**config.mk**
```make
export PLATFORM = sky130hd
export DESIGN_NAME = grid_decode_sequencer
export DESIGN_NICKNAME = d
export VERILOG_FILES = /design/src/rtl/grid_decode_pkg.sv /design/src/rtl/grid_decode_sequencer_defect_scanner.sv /design/src/rtl/grid_decode_sequencer.sv
export SDC_FILE = /design/constraint.sdc
export NUM_CORES = 1
export LEC_CHECK = 0
export BUFFER_PORTS_ARGS = -buffer_cell sky130_fd_sc_hd__buf_4
export CAP_MARGIN = 20
export CELL_PAD_IN_SITES_DETAIL_PLACEMENT = 0
export CELL_PAD_IN_SITES_GLOBAL_PLACEMENT = 1
export CORE_MARGIN = 3
export CORE_UTILIZATION = 29
export CTS_CLUSTER_DIAMETER = 30
export DETAILED_ROUTE_END_ITERATION = 8
export PLACE_DENSITY_LB_ADDON = 0.15
export REMOVE_ABC_BUFFERS = 1
export SYNTH_ARGS = -nofsm -noshare
export SYNTH_HDL_FRONTEND = slang
export SYNTH_SLANG_ARGS = --single-unit
```
**constraint.sdc**
```tcl
create_clock -name clk -period 2.3 [get_ports clk]
set_clock_uncertainty 0.2 [all_clocks]
set_input_delay 0.345 -clock clk [delete_from_list [all_inputs] [get_ports clk]]
set_output_delay 0.345 -clock clk [all_outputs]
set_load 0.02 [all_outputs]
```
**src/rtl/grid_decode_pkg.sv**
```systemverilog
`default_nettype none
// ============================================================================
//  Module      : grid_decode_pkg
//  Description : Shared types and helpers for the grid decode sequencer:
//                round state encoding, node count and index-to-(y,x) mapping.
//  Revision    : 1.0 - initial release
// ============================================================================
package grid_decode_pkg;

    // Round phases; explicit 3-bit encoding
    typedef enum logic [2:0] {
        IDLE   = 3'd0,
        LOAD   = 3'd1,
        SETTLE = 3'd2,
        OFFER  = 3'd3,
        STOP   = 3'd4,
        SCAN   = 3'd5,
        FINISH = 3'd6
    } seq_state_t;

    // Phase counters are 16 bits; legal delay ranges never reach a wrap
    localparam int c_counter_width = 16;

    // Consecutive converged cycles needed to cut an offer phase short
    localparam int c_converge_run = 4;

    // Total node count of a height x width grid
    function automatic int num_nodes(input int height, input int width);
        return height * width;
    endfunction

    // Row-major node index to row (y)
    function automatic int node_row(input int idx, input int width);
        return idx / width;
    endfunction

    // Row-major node index to column (x)
    function automatic int node_col(input int idx, input int width);
        return idx % width;
    endfunction

endpackage : grid_decode_pkg
`default_nettype wire

```
**src/rtl/grid_decode_sequencer_defect_scanner.sv**
```systemverilog
`default_nettype none
// ============================================================================
//  Module      : defect_scanner
//  Description : Walks the captured syndrome in row-major order, skipping
//                clear nodes one per cycle and presenting one result beat per
//                defect node with a valid/ready handshake.
//  Revision    : 1.0 - initial release
// ============================================================================
module defect_scanner
    import grid_decode_pkg::*;
#(
    parameter int NUM_NODES         = 6,
    parameter int GRID_WIDTH        = 3,
    parameter int CORDINATE_WIDTH   = 4,
    parameter int MATCH_VALUE_WIDTH = 2 * CORDINATE_WIDTH
) (
    input  logic                                   clk,
    input  logic                                   reset,
    input  logic                                   start,
    input  logic                                   scan_en,
    input  logic [NUM_NODES-1:0]                   syndrome,
    input  logic [NUM_NODES*MATCH_VALUE_WIDTH-1:0] match_value_in,
    input  logic                                   res_ready,
    output logic                                   res_valid,
    output logic [CORDINATE_WIDTH-1:0]             res_y,
    output logic [CORDINATE_WIDTH-1:0]             res_x,
    output logic [MATCH_VALUE_WIDTH-1:0]           res_match,
    output logic                                   scan_done
);

    localparam int c_idx_width = $clog2(NUM_NODES + 1);
    localparam logic [c_idx_width-1:0] c_last_idx = c_idx_width'(NUM_NODES - 1);

    logic [c_idx_width-1:0] r_idx;
    logic                   w_defect;
    logic                   w_advance;
    logic                   w_last;

    // Defect detection, advance condition and gated result payload
    always_comb begin
        w_defect  = scan_en & syndrome[r_idx];
        w_advance = scan_en & (~syndrome[r_idx] | res_ready);
        w_last    = (r_idx == c_last_idx);
        scan_done = w_advance & w_last;
        res_valid = w_defect;
        res_y     = '0;
        res_x     = '0;
        res_match = '0;
        if (w_defect) begin
            res_y     = CORDINATE_WIDTH'(node_row(int'(r_idx), GRID_WIDTH));
            res_x     = CORDINATE_WIDTH'(node_col(int'(r_idx), GRID_WIDTH));
            res_match = match_value_in[int'(r_idx)*MATCH_VALUE_WIDTH +: MATCH_VALUE_WIDTH];
        end
    end

    // Node index: cleared on start, held while a defect beat is stalled
    always_ff @(posedge clk or negedge reset) begin
        if (!reset) begin
            r_idx <= '0;
        end else if (start) begin
            r_idx <= '0;
        end else if (w_advance && !w_last) begin
            r_idx <= r_idx + c_idx_width'(1);
        end
    end

endmodule : defect_scanner
`default_nettype wire

```
**src/rtl/grid_decode_sequencer.sv**
```systemverilog
`default_nettype none
// ============================================================================
//  Module      : grid_decode_sequencer
//  Description : Drives one stabilizer grid through a decode round: load the
//                syndrome, settle, offer for a cycle budget, stop, then stream
//                (y, x, match) for every defect node.
//                Optional early stop on grid convergence: define
//                GRID_DECODE_SEQ_EARLY_STOP_EN (adds converged / timed_out).
//  Revision    : 1.0 - initial release
// ============================================================================
module grid_decode_sequencer
    import grid_decode_pkg::*;
#(
    parameter int GRID_HEIGHT       = 2,
    parameter int GRID_WIDTH        = 3,
    parameter int CORDINATE_WIDTH   = 4,
    parameter int MATCH_VALUE_WIDTH = 2 * CORDINATE_WIDTH,
    parameter int SETTLE_CYCLES     = 100,
    parameter int OFFER_CYCLES      = 2500,
    localparam int NUM_NODES        = num_nodes(GRID_HEIGHT, GRID_WIDTH)
) (
    input  logic                                   clk,
    input  logic                                   reset,
`ifdef GRID_DECODE_SEQ_EARLY_STOP_EN
    input  logic                                   converged,
    output logic                                   timed_out,
`endif
    input  logic                                   syn_valid,
    output logic                                   syn_ready,
    input  logic [NUM_NODES-1:0]                   syn_data,
    output logic [NUM_NODES-1:0]                   measurement_value_out,
    output logic                                   measurement_valid_out,
    output logic                                   start_offer,
    output logic                                   stop_offer,
    input  logic [NUM_NODES*MATCH_VALUE_WIDTH-1:0] match_value_in,
    output logic                                   res_valid,
    input  logic                                   res_ready,
    output logic [CORDINATE_WIDTH-1:0]             res_y,
    output logic [CORDINATE_WIDTH-1:0]             res_x,
    output logic [MATCH_VALUE_WIDTH-1:0]           res_match,
    output logic                                   done,
    output logic                                   busy
);

    localparam logic [c_counter_width-1:0] c_settle_last = c_counter_width'(SETTLE_CYCLES - 1);
    localparam logic [c_counter_width-1:0] c_offer_last  = c_counter_width'(OFFER_CYCLES - 1);

    seq_state_t                 r_state,    w_state_next;
    logic [c_counter_width-1:0] r_cnt,      w_cnt_next;
    logic [NUM_NODES-1:0]       r_syndrome, w_syndrome_next;
    logic                       w_scan_start;
    logic                       w_scan_en;
    logic                       w_scan_done;
`ifdef GRID_DECODE_SEQ_EARLY_STOP_EN
    logic [2:0]                 r_conv_run, w_conv_run_next;
    logic                       r_timed_out, w_timed_out_next;
    logic                       w_early;
`endif

    assign w_scan_start          = (r_state == STOP);
    assign w_scan_en             = (r_state == SCAN);
    assign busy                  = (r_state != IDLE);
    assign measurement_value_out = r_syndrome;
`ifdef GRID_DECODE_SEQ_EARLY_STOP_EN
    assign timed_out             = r_timed_out;
`endif

    // Next-state, counter and strobe decode
    always_comb begin
        w_state_next          = r_state;
        w_cnt_next            = r_cnt;
        w_syndrome_next       = r_syndrome;
        syn_ready             = 1'b0;
        measurement_valid_out = 1'b0;
        start_offer           = 1'b0;
        stop_offer            = 1'b0;
        done                  = 1'b0;
`ifdef GRID_DECODE_SEQ_EARLY_STOP_EN
        w_conv_run_next       = '0;
        w_timed_out_next      = r_timed_out;
        w_early               = 1'b0;
`endif
        case (r_state)
            IDLE: begin
                syn_ready = 1'b1;
                if (syn_valid) begin
                    w_syndrome_next = syn_data;
`ifdef GRID_DECODE_SEQ_EARLY_STOP_EN
                    w_timed_out_next = 1'b0;
`endif
                    w_state_next = LOAD;
                end
            end
            LOAD: begin
                measurement_valid_out = 1'b1;
                w_cnt_next            = '0;
                // Nothing to decode: skip straight to the end of round
                w_state_next = (r_syndrome == '0) ? FINISH : SETTLE;
            end
            SETTLE: begin
                if (r_cnt == c_settle_last) begin
                    w_cnt_next   = '0;
                    w_state_next = OFFER;
                end else begin
                    w_cnt_next = r_cnt + c_counter_width'(1);
                end
            end
            OFFER: begin
                start_offer = (r_cnt == '0);
                w_cnt_next  = r_cnt + c_counter_width'(1);
`ifdef GRID_DECODE_SEQ_EARLY_STOP_EN
                // The start_offer cycle never counts towards convergence
                if (r_cnt != '0 && converged) begin
                    w_conv_run_next = r_conv_run + 3'd1;
                    w_early = (r_conv_run == 3'(c_converge_run - 1));
                end
                if (w_early) begin
                    w_state_next = STOP;
                end else if (r_cnt == c_offer_last) begin
                    w_timed_out_next = 1'b1;
                    w_state_next     = STOP;
                end
`else
                if (r_cnt == c_offer_last) begin
                    w_state_next = STOP;
                end
`endif
            end
            STOP: begin
                stop_offer   = 1'b1;
                w_state_next = SCAN;
            end
            SCAN: begin
                if (w_scan_done) begin
                    w_state_next = FINISH;
                end
            end
            FINISH: begin
                done         = 1'b1;
                w_state_next = IDLE;
            end
            default: begin
                w_state_next = IDLE;
            end
        endcase
    end

    // State, phase counter and captured syndrome registers
    always_ff @(posedge clk or negedge reset) begin
        if (!reset) begin
            r_state     <= IDLE;
            r_cnt       <= '0;
            r_syndrome  <= '0;
`ifdef GRID_DECODE_SEQ_EARLY_STOP_EN
            r_conv_run  <= '0;
            r_timed_out <= 1'b0;
`endif
        end else begin
            r_state     <= w_state_next;
            r_cnt       <= w_cnt_next;
            r_syndrome  <= w_syndrome_next;
`ifdef GRID_DECODE_SEQ_EARLY_STOP_EN
            r_conv_run  <= w_conv_run_next;
            r_timed_out <= w_timed_out_next;
`endif
        end
    end

    defect_scanner #(
        .NUM_NODES         (NUM_NODES),
        .GRID_WIDTH        (GRID_WIDTH),
        .CORDINATE_WIDTH   (CORDINATE_WIDTH),
        .MATCH_VALUE_WIDTH (MATCH_VALUE_WIDTH)
    ) u_defect_scanner (
        .clk            (clk),
        .reset          (reset),
        .start          (w_scan_start),
        .scan_en        (w_scan_en),
        .syndrome       (r_syndrome),
        .match_value_in (match_value_in),
        .res_ready      (res_ready),
        .res_valid      (res_valid),
        .res_y          (res_y),
        .res_x          (res_x),
        .res_match      (res_match),
        .scan_done      (w_scan_done)
    );

endmodule : grid_decode_sequencer
`default_nettype wire
```
# == After elaboration in Yosys (flattened, before gate mapping) ==
# Cells that the tools add are included.
# classes
addsub,2
n_mul,0
div_mod_pow,2
n_lt_le_gt_ge,1
n_eq_ne,13
shifts,1
mux,20
bitwise,5
reduce_logical,10
# op_table
op,count
16-bit one-hot mux with 3 select lines,1
48-bit by 7-bit indexed part select with 8-bit output,1
4-bit by 3-bit divider with 32-bit output (second input constant),1
4-bit by 3-bit remainder unit with 32-bit output (second input constant),1
3-bit 2-to-1 mux,7
3-bit one-hot mux with 6 select lines,1
16-bit by 1-bit adder with 16-bit output (second input constant),1
16-bit by 12-bit == test with 1-bit output (second input constant),1
16-bit by 7-bit == test with 1-bit output (second input constant),1
16-bit logical NOT,1
16-bit 2-to-1 mux,1
3-bit == test (second input constant),4
4-bit 2-to-1 mux,2
8-bit 2-to-1 mux,1
2-bit inequality test (second input constant),4
3-bit by 2-bit == test with 1-bit output (second input constant),2
6-bit logical NOT,1
1-bit 2-to-1 mux,6
3-bit nonzero test,2
3-bit by 4-bit less-than comparator with 1-bit output (second input constant),1
4-bit AND reduction,1
3-bit by 1-bit adder with 3-bit output (second input constant),1
1-bit bitwise AND,3
1-bit binary-select mux with 3-bit select,1
other kinds (8),8
# word_totals
ff_bits,28
latch_bits,0
ram_bits,0
mem_bits_ro,0
out_inout_bits,29
word_cells,58
mem_count,0

# == Longest topological paths before layout ==
# Gate-level depths: netlist of run 1.
# depth
depth_word,8
depth_mapped,9
mapped_depth_nobuf,8

# == By module ==
# From an unflattened synthesis of run 1, not the netlist that was laid out.
# unflattened
cells_unflattened,268
hier_area_um2,2324.7
# by_module_without_submodules
module,instances,cells_each,area_each_um2
grid_decode_sequencer,1,178,1541.5
defect_scanner,1,90,783.3

# == Worst setup path after synthesis of run 1 ==
# No wires, ideal clock.
# synth_timing
kind,reg-to-output
start,register u_defect_scanner.r_idx[1]
end,output port res_x[2]
arrival_time_ps,2088
t_required_ps,1755
setup_slack_ps,-333
path_stages_with_launch,9
path_buffers,2
cell_sequence,dfrtp_1 buf_4 nor2b_1 clkbuf_1 nand2_1 o21ai_0 ha_1 inv_1 nor4_1
# synth_via
elab_chain_len,4
word_cells_on_any_way,5
# synth_lines
item,line_no,text
"start, declared",grid_decode_sequencer_defect_scanner.sv:34,logic [c_idx_width-1:0] r_idx;
"start signal, assigned",grid_decode_sequencer_defect_scanner.sv:63,r_idx <= r_idx + c_idx_width'(1);
"parallel branches: the longest is 3 deep, another holds 4-bit by 3-bit remainder unit with 32-bit output",-,
4-bit 2-to-1 mux *,grid_decode_sequencer_defect_scanner.sv:49,if (w_defect) begin
"end, declared",grid_decode_sequencer.sv:39,"output logic [CORDINATE_WIDTH-1:0] res_x,"
# Every way passes the cells marked *. The select of a mux whose other input is x is not followed.

# == Final worst setup path of run 1 ==
# layout_timing
start,register u_defect_scanner.r_idx[1]
end,output port res_match[4]
# layout_via
elab_chain_len,4
word_cells_on_any_way,5
# layout_lines
item,line_no,text
"parallel branches: the longest is 3 deep, another holds 48-bit by 7-bit indexed part select with 8-bit output",-,
8-bit 2-to-1 mux *,grid_decode_sequencer_defect_scanner.sv:49,
"end, declared",grid_decode_sequencer.sv:40,"output logic [MATCH_VALUE_WIDTH-1:0] res_match,"
# Marked as above.

==> impl_results.md, run 1 <==
- Status: complete, but fails checks
- Failing checks: negative setup slack
- Avg Cell Area, Syn: 8.811 sq um
- Final period util: 107.6%
- CTS tree: yes
- Crit Reg-Reg Startpoint: u_defect_scanner.r_idx[0]$_DFFE_PN0P_
- Largest net degree at the start of global routing: 30
- Initial Util: 30.76%
- Crit path to: res_match[4]
- Number of synthesized flops with an enable pin: 0
- Area occupied by multi-input gates: roughly 0.0016 sq mm
- Fillcell total: 736
- Port buffer count: 84
- Top-area cell type share of the netlist area: between 30% and 40%
- Storage element area: 704.4 sq um
- Synth Flop Type: dfrtp_1
- WS Path Type: flop to primary output
- # placed instances: between 400 and 500
- WP data required: approximately 1.8 ns
- Antenna Nets Post-Route: 0
- Number of remaining DRC errors: 0
- Die ar.: 0.009002 sq mm
- Longest Clk Path Bufs: 2
- Antenna Cells: 0
- Overflow after GRT: 0
- Hold WC Path Type: primary input to flop
- Placer Congestion: ~0.76
- Max-cap violation count: 0
- Fin worst setup slack: -0.1742 ns
- Routed WL: between 6000 and 7000 microns
- Tmin final: ~2.5 ns
- Power per cell area: roughly 260 mW/mm^2
- Leak: 1.619 nW
- Initial antenna violation count: 0
- Crit end category: primary output
- Fin. Hold Viols: 0
- Vias: 2292
- Reg2Reg Capture Point: u_defect_scanner.r_idx[0]$_DFFE_PN0P_
- Htree depth: 1
- Rows: 31
- Maximum fanout along the worst path: 7
- Clock transition at path regs: around 0.1 ns
- Post-synthesis register bit count: 28
- FMAX: 404.2 MHz
- Number of global-route vias before repair: 2175
- CTS root buf: clkbuf_8
- Hold path start: syn_data[4]
- Tot Pwr: 926.8 uW
- Pins over their slew limit: 0
- Horiz. Die Dim: between 90 and 100 microns
- First-pass GRT wire length: about 11000 microns
- Final setup viols: 15
- Largest area contributor in the netlist: dfrtp_1
- First drt pass iteration count: 4
- Part of the Yosys area used for sequential elements: a little under a third
- Placed cell area: ~0.003 sq mm
- Startpoint types: flop
- FF-to-FF path depth: 8
- CTS Buf Count: 3
- IO Pins: slightly below 90
- CTS Sinks: 28
- Via density: 5.004
- Yosys warns: 0
- Routed WL per cell: between 15 and 20 microns
- CORE AREA: between 0.007 and 0.008 sq mm
- Fin cells: about 460
- Hpwl dp: between 5000 and 6000 microns
- Flop-to-flop setup slack: around 0.25 ns
- Mapped Cells: between 200 and 300
- Post-route setup TNS: -2.151 ns
- Post-Syn Area: 0.002291 sq mm
- Iter 0 DRT Violations: between 60 and 70
- Die height: 94.88 microns
- Synth cell types: between 40 and 50
- Worst-Skew Late Latency: 0.28 ns
- Nets: between 400 and 500
- Share of cells above drive strength 1: 52.65%
- Layout area overhead: 54.56%
- Tot GR Track Use: around 15%
- RSZ-0062 raised after global routing: true
- Maximum vdd drop: slightly above 0.0002 V
- Worst setup startpoint: u_defect_scanner.r_idx[1]$_DFFE_PN0P_
- FFs w/ async S/R, synth: 100.0%
- Largest cells by area after synthesis: dfrtp_1 31%, mux2_2 7.9%, mux4_2 7.9%, nor2_1 4.4%, nand2_1 4.3%
- Fin area: 0.003541 sq mm
- Critical Path AT: 1.93 ns
## cells in the mapped netlist (all sizes together) (4+ instances only)
cell type,n
mux2i,6
clkbuf,5
nand2,26
nand3,14
buf,17
nor2,27
a21oi,12
a22oi,8
nor4,5
o21ai,12
nand3b,5
dfrtp,28
nor3,5
a31oi,11
a41oi,4
inv,13
ha,6
mux2,17
mux4,8
## worst min-delay path by stage
stage,end,cells after the start
after floorplan,measurement_value_out[0]$_DFFE_PN0P_,0
after global placement,measurement_value_out[5]$_DFFE_PN0P_,1
after detailed placement,measurement_value_out[4]$_DFFE_PN0P_,1
after CTS,measurement_value_out[4]$_DFFE_PN0P_,2
after global routing,measurement_value_out[4]$_DFFE_PN0P_,2
final,measurement_value_out[4]$_DFFE_PN0P_,2
## area by class of cell
class	count	share of cell area, %
inverter	13	1.378
multi-input combinational	198	45.80
timing repair buffer	116	27.88
sequential	28	19.89
tap	99	3.498
clock buffer	4	1.555
## logic make-up after synthesis
group,share of synthesized area [%]
simple gates,22.01
fa+ha+maj,3.277
mux,18.84
buf+inv,7.755
compound gates,16.60
other cells,0.1637
xor+xnor,0.7647
flops,30.58
## registers in the layout, summed over array words and instances, names as in the netlist
| register | count |
|---|---|
| measurement_value_out | 6 |
| r_cnt | 16 |
| r_state | 3 |
| u_defect_scanner.r_idx | 3 |
## metal layers
metal,vias up,track usage [%],share of wire [%]
li1,1144,-,-
met1,1090,19.58,42
met2,56,26.60,52
met3,2,2.629,5.4
met4,0,3.125,0.46
met5,-,0,0
## critical path: stages, from the launching register on
cell and delay, ns:
dfrtp_2 0.47, mux2_4 0.34, nor2_4 0.11, a211oi_2 0.05, o211ai_4 0.31, buf_6 0.17
nor2_1 0.05, buf_4 0.15
## report_power, final
group          leakage, nW  switching [mW]  total [mW]  internal, mW
sequential           0.348               0       0.492         0.492
clock               0.0288           0.170       0.324         0.154
combinational         1.24          0.0327       0.111        0.0785
total                 1.62           0.203       0.927         0.724
## stage by stage
| stage | setup slack, ns | utilization (%) | hold slack [ns] |
|---|---|---|---|
| after floorplan | -0.4940 | - | -0.1506 |
| after global placement | 0.08099 | 41.40 | 0.09771 |
| after detailed placement | 0.06459 | 41.40 | 0.09969 |
| after CTS | -0.1814 | 44.83 | 0.07980 |
| after global routing | -0.2836 | 47.55 | 0.07151 |
| final | -0.1742 | 47.55 | 0.08851 |
## timing repair
item,4_1_cts,5_1_grt
pin swaps,13,13
gates resized for setup,33,39
hold endpoints to repair,28,0
hold buffers,1,0
endpoints found under the setup margin,16,16
cloned,1,0
setup buffers,5,5
## layout by cell type, fill, tap and decap left out, types with 3 or more instances in the layout
cell,count
or3_1,3
nor3_1,3
a41oi_1,4
nor2_1,16
nor2_4,7
buf_4,96
buf_6,15
a22oi_2,8
nand4_1,3
dfrtp_1,25
buf_12,3
nand3b_1,5
ha_1,4
mux2i_1,6
nor2_2,4
nand3_1,14
clkbuf_8,4
a21oi_1,11
nand2_1,24
inv_1,10
mux4_2,8
mux2_2,15
dfrtp_2,3
o21ai_0,10
inv_2,3
a31oi_1,11
(Power assumes the default switching activity.)
==> inputs of run 2 (changes only) <==
--- a/config.mk
+++ b/config.mk
@@ -7,7 +7,7 @@
 export LEC_CHECK = 0
 export BUFFER_PORTS_ARGS = -buffer_cell sky130_fd_sc_hd__buf_4
 export CAP_MARGIN = 20
-export CELL_PAD_IN_SITES_DETAIL_PLACEMENT = 0
+export CELL_PAD_IN_SITES_DETAIL_PLACEMENT = 1
 export CELL_PAD_IN_SITES_GLOBAL_PLACEMENT = 1
 export CORE_MARGIN = 3
 export CORE_UTILIZATION = 29
@@ -15,6 +15,8 @@
 export DETAILED_ROUTE_END_ITERATION = 8
 export PLACE_DENSITY_LB_ADDON = 0.15
 export REMOVE_ABC_BUFFERS = 1
+export SETUP_SLACK_MARGIN = 0.4
+export SKIP_LAST_GASP = 1
 export SYNTH_ARGS = -nofsm -noshare
 export SYNTH_HDL_FRONTEND = slang
 export SYNTH_SLANG_ARGS = --single-unit
==> run 2 against run 1 <==
The flow still finishes with violations (negative setup slack). Design area increased by 10%. Utilization rose by 4.9 points. Critical path depth up 1. Sequential share of layout area fell by 1.7 points. Cell count grew 3.3%. Hold slack improved by 0.0042 ns. Register-to-register slack hardly changed. Via count increased by 7.5%. Clock-buffer cell count shrank 1. Flip-flop and latch count did not move. Setup slack improved by 0.026 ns. Total power down 4.2%. Critical path type unchanged.
==> impl_results.md, run 2 (synthesized netlist as in run 1, its figures left out) <==
- Status: complete, but fails checks
- Failing checks: negative setup slack
- Hpwl dp: 5605 microns (+9.7%)
- Maximum fanout along the worst path: 5 (-2)
- Area occupied by multi-input gates: 0.001785 sq mm (+10%)
- Placed cell area: 0.003083 sq mm (unchanged)
- Final period util: 106.4% (-1.1 points)
- Pins over their slew limit: 0 (unchanged)
- Largest net degree at the start of global routing: 30 (unchanged)
- Initial Util: 30.76% (unchanged)
- Worst-Skew Late Latency: 0.28 ns (about the same)
- Startpoint types: flop
- Die height: 94.88 microns (unchanged)
- Critical path buffers and inverters: 2 (unchanged)
- Crit-path cells: buf_6, ha_4, nand2_1, o21ai_1, ha_2, o211ai_1, a221oi_2, buf_4
- Seq pwr share: 55.4% (+2.3 points)
- Fin worst setup slack: -0.1480 ns (+0.02622 ns)
- Initial antenna violation count: 0 (unchanged)
- Fillcell total: 848 (+15%)
- P_int: 688.1 uW (-5.0%)
- Storage element area: 711.9 sq um (+1.1%)
- CTS Sinks: 28 (unchanged)
- Antenna Cells: 0 (unchanged)
- Critical Path AT: 1.90 ns (-0.03 ns)
- Largest Register: r_cnt
- IO Pins: 87 (unchanged)
- First drt pass iteration count: 4 (unchanged)
- Power per cell area: 227.1 mW/mm^2 (-13%)
- Place WS: 0.03687 ns (-0.02772 ns)
- P_sw: 199.4 uW (-1.6%)
- Rows: 31 (unchanged)
- Placer Congestion: 0.7554 (unchanged)
- CORE AREA: 0.007447 sq mm (unchanged)
- Clock transition at path regs: 0.10 ns (about the same)
- Layout area overhead: 70.56%
- Routed WL per cell: 18.18 microns (+19%)
- Most frequent cells in the layout: 99 x buf_4, 22 x nand2_1, 22 x buf_6
- WS Path Type: flop to primary output
- FMAX: 408.5 MHz (+1.1%)
- Comb pwr share: 12.6% (+0.6 points)
- Port buffer count: 84 (unchanged)
- Share of cells above drive strength 1: 62.83% (+10 points)
- Final Util: 52.47% (+4.9 points)
- Critical path's top delay family: flip-flops
- Number of remaining DRC errors: 0 (unchanged)
- Commonest non-fill, non-tap cell in the layout: buf_4
- Horiz. Die Dim: 94.88 microns (unchanged)
- First-pass GRT wire length: 11670 microns (+6.6%)
- Antenna Nets Post-Route: 0 (unchanged)
- Iter 0 DRT Violations: 71 (+9.2%)
- Tot GR Track Use: 16.32% (+1.1 points)
- CTS tree: yes
- Nets: 440 (+3.8%)
- Overflow after GRT: 0 (unchanged)
- Sw Share: 22.47% (+0.61 points)
- Fin area: 0.003908 sq mm (+10%)
- Clock network fraction of total power: 32.0% (-2.9 points)
- Tmin final: 2.448 ns (-0.02622 ns)
- Critical-path top delay cell: dfrtp_2
- Fin. Hold Viols: 0 (unchanged)
- Maximum vdd drop: 0.0001893 V (-7.0%)
- Max FFs per register: 16 (unchanged)
- Htree depth: 1 (unchanged)
- Crit end category: primary output
- Vias: 2463 (+7.5%)
- Max-cap violation count: 0 (unchanged)
- Number of global-route vias before repair: 2344 (+7.8%)
- CTS root buf: clkbuf_8
- Final setup viols: 15 (unchanged)
- Die ar.: 0.009002 sq mm (unchanged)
- CTS Buf Count: 3 (unchanged)
- Hold WC Path Type: primary input to flop
- Final hold slack: 0.09268 ns (+0.004171 ns)
- Longest Clk Path Bufs: 2 (unchanged)
- Leak: 1.731 nW (+6.9%)
- CP max stage delay: 0.45 ns (-0.02 ns)
- RSZ-0062 raised after global routing: true
- WP data required: 1.75 ns (about the same)
- Post-route setup TNS: -1.756 ns (+0.3957 ns)
- Via density: 5.207 (+4.1%)
- Routed WL: 8600 microns (+23%)
==> run 2: cell count changes in the layout (fill, tap and decap cells not counted), moves of 4 or more <==
cell / delta
nor2_4: +4
buf_6: +7
dfrtp_1: -6
a21oi_1: -4
dfrtp_2: +6
==> run 2: cell type report <==
type | instances | share of cell area, %
multi-input cells | 198 | 45.69
repair buffers | 132 | 30.61
flip-flops and latches | 28 | 18.22
well taps | 99 | 3.170
inverters | 13 | 1.249
clock buffers | 3 | 1.057
==> run 2: path summary, 6_finish.rpt <==
| check | endpoint | slack, ns | start | cells past startpoint |
|---|---|---|---|---|
| min | measurement_value_out[5]$_DFFE_PN0P_ | 0.09 | syn_data[5] | 2 |
| max in group asynchronous | r_cnt[14]$_DFFE_PN0P_ | 1.27 | reset | 2 |
| max | res_x[3] | -0.15 | u_defect_scanner.r_idx[1]$_DFFE_PN0P_ | 8 |
| min reg2reg | r_cnt[14]$_DFFE_PN0P_ | 0.36 | r_cnt[14]$_DFFE_PN0P_ | 1 |
| max reg2reg | r_cnt[3]$_DFFE_PN0P_ | 0.25 | r_cnt[13]$_DFFE_PN0P_ | 7 |
| min in group asynchronous | measurement_value_out[5]$_DFFE_PN0P_ | 0.32 | reset | 2 |
==> run 2: power groups by stage <==
stage / registers (mW) / clock network [mW] / logic (mW)
3_5_place_dp: 0.502 / 0 / 0.108
4_1_cts: 0.492 / 0.299 / 0.110
2_1_floorplan: 0.502 / 0 / 0.0225
3_3_place_gp: 0.502 / 0 / 0.106
6_report: 0.492 / 0.284 / 0.112
5_1_grt: 0.492 / 0.325 / 0.120
==> run 2: timing repair <==
item                                    4_1_cts  5_1_grt
endpoints found under the hold margin        28        0
buffers inserted                              9       15
cloned                                        0        3
gates resized for setup                      62       73
hold buffers                                  1        0
endpoints found under the setup margin       28       40
pin swaps                                    12       22
==> run 2: routing by layer <==
| layer | global-route usage [%] | part of all wire (%) |
|---|---|---|
| met5 | 0 | 0 |
| met4 | 3.365 | 1.4 |
| met3 | 3.108 | 4.5 |
| met2 | 30.24 | 54 |
| met1 | 19.46 | 40 |
==> run 2: metrics by stage <==
step	instances	power, mW
final	473	0.8875
after global routing	473	0.9367
after CTS	455	0.9002
after detailed placement	442	0.6096
after global placement	442	0.6071
after floorplan	239	0.5242
